**src/rtl/spi_frame_rx.sv**
```systemverilog
// SPI mode-0 frame receiver: pin synchronizers, 16-bit frame assembly, valid/ready command slot.
// Optional macro SPI_FRAME_RX_WRITE_ONLY_EN: silently drop correctly sized read frames.
module spi_frame_rx #(
  parameter int FRAME_BITS  = 16,
  parameter int SYNC_STAGES = 2
) (
  input  logic       clk,
  input  logic       rst,
  input  logic       sclk,
  input  logic       copi,
  input  logic       ncs,
  output logic       cmd_valid,
  input  logic       cmd_ready,
  output logic       cmd_rw,
  output logic [6:0] cmd_addr,
  output logic [7:0] cmd_data,
  output logic [3:0] err_cnt,
  output logic [3:0] ovr_cnt
);

`ifdef SPI_FRAME_RX_WRITE_ONLY_EN
  localparam bit WR_ONLY = 1'b1;
`else
  localparam bit WR_ONLY = 1'b0;
`endif
  localparam int AW = $clog2(SYNC_STAGES + 2);

  typedef enum logic [1:0] {ARM, IDLE, SHIFT} state_t;

  state_t                  state, state_nx;
  logic [SYNC_STAGES-1:0]  sclk_sync, copi_sync, ncs_sync;
  logic                    d_sclk, d_ncs;
  logic                    s_sclk, s_copi, s_ncs;
  logic                    sclk_rise, ncs_fall, ncs_rise;
  logic [FRAME_BITS-1:0]   sr;
  logic [4:0]              bit_cnt;
  logic [AW-1:0]           arm_cnt;
  logic                    armed;
  logic                    clr, do_shift, commit, err_inc, ovr_inc;

  always_ff @(posedge clk or posedge rst) begin
    if (rst) begin
      sclk_sync <= '0;
      copi_sync <= '0;
      ncs_sync  <= '1;
      d_sclk    <= 1'b0;
      d_ncs     <= 1'b1;
    end else begin
      sclk_sync <= {sclk_sync[SYNC_STAGES-2:0], sclk};
      copi_sync <= {copi_sync[SYNC_STAGES-2:0], copi};
      ncs_sync  <= {ncs_sync[SYNC_STAGES-2:0], ncs};
      d_sclk    <= s_sclk;
      d_ncs     <= s_ncs;
    end
  end

  assign s_sclk    = sclk_sync[SYNC_STAGES-1];
  assign s_copi    = copi_sync[SYNC_STAGES-1];
  assign s_ncs     = ncs_sync[SYNC_STAGES-1];
  assign sclk_rise = s_sclk & ~d_sclk;
  assign ncs_fall  = ~s_ncs & d_ncs;
  assign ncs_rise  = s_ncs & ~d_ncs;

  // Synchronizer reset values are not real pin samples; ARM waits until the
  // chain has been refilled before trusting s_ncs, so a frame in flight at
  // reset release is skipped instead of being picked up halfway.
  assign armed = (arm_cnt == AW'(SYNC_STAGES));

  always_ff @(posedge clk or posedge rst) begin
    if (rst) begin
      state   <= ARM;
      arm_cnt <= '0;
    end else begin
      state <= state_nx;
      if (!armed) arm_cnt <= arm_cnt + 1'b1;
    end
  end

  always_comb begin
    state_nx = state;
    clr      = 1'b0;
    do_shift = 1'b0;
    commit   = 1'b0;
    err_inc  = 1'b0;
    ovr_inc  = 1'b0;
    unique case (state)
      ARM:  if (armed && s_ncs) state_nx = IDLE;
      IDLE: if (ncs_fall) begin
        clr      = 1'b1;
        state_nx = SHIFT;
      end
      SHIFT: begin
        // ncs_rise wins over a coincident sclk_rise: the frame is already over
        if (ncs_rise) begin
          state_nx = IDLE;
          if (bit_cnt == 5'(FRAME_BITS)) begin
            if (!(WR_ONLY && !sr[FRAME_BITS-1])) begin
              if (!cmd_valid || cmd_ready) commit  = 1'b1;
              else                         ovr_inc = 1'b1;
            end
          end else begin
            err_inc = 1'b1;
          end
        end else if (sclk_rise) begin
          do_shift = 1'b1;
        end
      end
      default: state_nx = ARM;
    endcase
  end

  always_ff @(posedge clk or posedge rst) begin
    if (rst) begin
      sr      <= '0;
      bit_cnt <= '0;
    end else if (clr) begin
      sr      <= '0;
      bit_cnt <= '0;
    end else if (do_shift) begin
      sr <= {sr[FRAME_BITS-2:0], s_copi};
      if (bit_cnt != 5'd31) bit_cnt <= bit_cnt + 5'd1;
    end
  end

  always_ff @(posedge clk or posedge rst) begin
    if (rst) begin
      cmd_valid <= 1'b0;
      cmd_rw    <= 1'b0;
      cmd_addr  <= '0;
      cmd_data  <= '0;
    end else if (commit) begin
      cmd_valid <= 1'b1;
      cmd_rw    <= sr[FRAME_BITS-1];
      cmd_addr  <= sr[FRAME_BITS-2 -: 7];
      cmd_data  <= sr[7:0];
    end else if (cmd_valid && cmd_ready) begin
      cmd_valid <= 1'b0;
    end
  end

  always_ff @(posedge clk or posedge rst) begin
    if (rst) begin
      err_cnt <= '0;
      ovr_cnt <= '0;
    end else begin
      if (err_inc && err_cnt != 4'hF) err_cnt <= err_cnt + 4'd1;
      if (ovr_inc && ovr_cnt != 4'hF) ovr_cnt <= ovr_cnt + 4'd1;
    end
  end

endmodule

```
**config.mk**
```make
export PLATFORM = sky130hd
export DESIGN_NAME = spi_frame_rx
export DESIGN_NICKNAME = d
export VERILOG_FILES = /design/src/rtl/spi_frame_rx.sv
export SDC_FILE = /design/constraint.sdc
export NUM_CORES = 1
export LEC_CHECK = 0
export CAP_MARGIN = 40
export CORE_MARGIN = 1.5
export CORE_UTILIZATION = 57
export CTS_BUF_LIST = sky130_fd_sc_hd__clkbuf_4
export CTS_CLUSTER_DIAMETER = 80
export DETAILED_ROUTE_END_ITERATION = 16
export GPL_TIMING_DRIVEN = 1
export PLACE_DENSITY = 0.93
export SLEW_MARGIN = 20
export SYNTH_ARGS = -nofsm -noshare
export SYNTH_HDL_FRONTEND = slang
export SYNTH_SLANG_ARGS = --single-unit
```
**constraint.sdc**
```tcl
create_clock -name clk -period 2.5 [get_ports clk]
set_input_delay 0.625 -clock clk [delete_from_list [all_inputs] [get_ports clk]]
set_output_delay 0.625 -clock clk [all_outputs]
set_load 0.005 [all_outputs]
```
==> impl_metrics.toml <==
[worst_hold_path]
min_from = "sclk_sync[0]"
hold_path.class = "flop to flop"
worstHoldPathCells = 0

[cts]
clock-sinks = 58
cts-buffers-inserted = 9
cts_buffer_depth = 2
clk_root_buffer_cell = "clkbuf_4"
path_clk_slew_ns = 0.10
cts_htree_levels = 3
clk_latency_ns = 0.40
cts_tree = "built"
cts_resized = 0
post_cts_buffers = 0
postCtsHoldBufs = 0

[synth]
synth-edff-count = 0
synthesis.area_mm2 = 0.00243
syn_nets = 208
ys_ff_latch = 58
ys_async_sr_fraction_pct = 100
synth_xor_xnor_area_share_pct = 2.88
synth_cells = 196
synth_seq_area_share_pct = 59.8
ys_types = 34
synth_compound_area_share_pct = 4.73
synth_fa_ha_area_share_pct = 3.08
synth_top_family_by_area = "simple AND/OR/NAND/NOR gates"
synth_flop_cell = "dfrtp_1"
yosysWarnings = 0
synth_area_per_cell_um2 = 12.4
synthSimpleGateAreaFrac_pct = 15.1
synth_mux_area_share_pct = 11.6

[power]
power_frac_clock_pct = 31.5
power_frac_comb_pct = 8.0
power.internal_mw = 1.24
peakVddDrop_mv = 0.475
total_power_mw = 1.65
p_leak_nw = 1.38
power_density_mw_per_mm2 = 575
p_seq_share_pct = 60.5
p_sw_uw = 415
swShare_pct = 25.1

[setup_path]
worstPathMaxFanout = 5
cp-start-kind = "flop"
r2r_cells = 7
crit_start = "bit_cnt[1]"
critPathRequiredTime_ns = 2.83
worstSetupPathType = "flop to flop"
r2r-start = "bit_cnt[1]"
worstSetupEndpointType = "flop"
critPathArrivalTime_ns = 2.45

[finish]
mostFrequentLayoutCells = "dfrtp_1 (55), nand2_1 (36), clkdlybuf4s50_1 (30)"
n_fill_cell = 287
stdcell_area_mm2 = 0.00287
layout_commonest_cell = "dfrtp_1"
area_growth_pct = 18.1
drive_above_1_share_pct = 18.6
nets = 244
num_antenna_cells = 0

[sta]
setup_ws_ns = 0.379
period_share_pct = 84.8
hold_violations = 0
setup_viol = 0
fin_worst_skew_ns = 0.0122
rsz0062_at_grt = "false"
drv_slew = 0
max_freq_ghz = 0.471
slew-limit-headroom_pct = 62.1
fin_setup_tns_ns = 0
period_needed_ns = 2.12
worst_pin_slew_ns = 0.569

[floorplan]
die_w_um = 68.3
die-area_mm2 = 0.00467
die_h_um = 68.3
start_util_pct = 60.0
placementRows = 23
ios = 31
fp.coreArea_mm2 = 0.00406

[grt]
antenna_found_initial = 0
grtUsageTotal_pct = 22.5
grt_first_pass_wirelength_mm = 7.36
gr-total-overflow = 0
grt_pass1_vias = 1626
grt_max_degree = 39

[placed_design]
place_ws_ns = 0.396
portBuffers = 30
gp_congestion = 0.761
dpl.hpwl_mm = 3.04
place_area_mm2 = 0.00277

[route]
routed_wirelength_mm = 4.48
via_per_inst = 5.55
postRouteAntennaNets = 0
dr_total_vias = 1594
dr.pass1.iters = 4
wire_per_inst_um = 15.6
drtIter0Drc = 78
drc = 0

[job]
drv_cap = 0

[status]
status = "finished, final reports clean"
-- registers in the layout, summed over array words and instances, names as in the netlist --
register	count
bit_cnt	5
ovr_cnt	4
err_cnt	4
d_sclk	1
cmd_data	8
state	2
cmd_addr	7
cmd_rw	1
sr	16
cmd_valid	1
copi_sync	2
d_ncs	1
ncs_sync	2
sclk_sync	2
arm_cnt	2
-- worst paths after layout --
check / slack, ns / to
max in group asynchronous: 1.40 / ovr_cnt[3]
min in group asynchronous: 0.54 / cmd_data[0]
min: 0.35 / sclk_sync[1]
max reg2reg: 0.38 / bit_cnt[3]
max: 0.38 / bit_cnt[3]
min reg2reg: 0.35 / sclk_sync[1]
-- cell usage after synthesis, types with 3 or more instances --
library cell  number  share of area [%]
a21oi_1           18                3.7
dfrtp_1           55                 57
dfstp_2            3                3.2
ha_1               6                3.1
inv_1              7                1.1
mux2_2             9                4.2
mux2_4            10                6.2
mux2i_1            3                1.2
nand2_1           36                5.6
nand2b_1           3               0.77
nand3_1            5                1.0
nor2_1             6               0.93
xnor2_1            5                1.8
xor2_1             3                1.1
-- power groups by stage --
stage	combinational (mW)	sequential [mW]	clock [mW]
final	0.132	1.00	0.521
after global routing	0.149	1.01	0.567
after CTS	0.135	1.00	0.531
after detailed placement	0.134	1.02	0
after global placement	0.128	1.02	0
after floorplan	0.0746	1.01	0
-- final cells by class --
class	instances	area, um^2	area share (%)
timing repair buffer	31	320	11.1
clock buffer	10	75.1	2.61
sequential	58	1460	50.6
tap	50	62.6	2.18
clock inverter	6	25.0	0.871
multi-input combinational	125	910	31.6
inverter	7	26.3	0.914
-- per-layer routing --
| metal | part of all wire, % | GRT usage (%) | vias up | routed length, um |
|---|---|---|---|---|
| li1 | - | - | 735 | - |
| met1 | 44 | 28.3 | 808 | 1980 |
| met2 | 49 | 34.1 | 42 | 2200 |
| met3 | 4.0 | 6.58 | 9 | 178 |
| met4 | 2.7 | 14.5 | 0 | 119 |
| met5 | 0 | 0 | - | 0 |
-- worst max-delay path, cell delays in order, from the launching register on --
cell     delay (ns)
dfrtp_1        0.43
ha_1           0.21
and3_1         0.18
ha_1           0.19
nor3b_2        0.28
nand3_2        0.19
or3_1          0.40
a21oi_1        0.17
-- cells by family (layout without fill, tap and decap cells) --
kind of cell	count (synthesis)	after routing
simple gates	67	67
flops	58	58
compound gates	22	22
mux	22	22
buf+inv	13	54
xor+xnor	8	8
fa+ha+maj	6	6
-- stage by stage --
step                      hold slack, ns  instances  util [%]
after floorplan                    0.331        196         -
after global placement             0.333        271      68.4
after detailed placement           0.340        271      68.4
after CTS                          0.358        287      70.8
after global routing               0.364        287      70.8
final                              0.353        287      70.8
(Power assumes the default switching activity.)
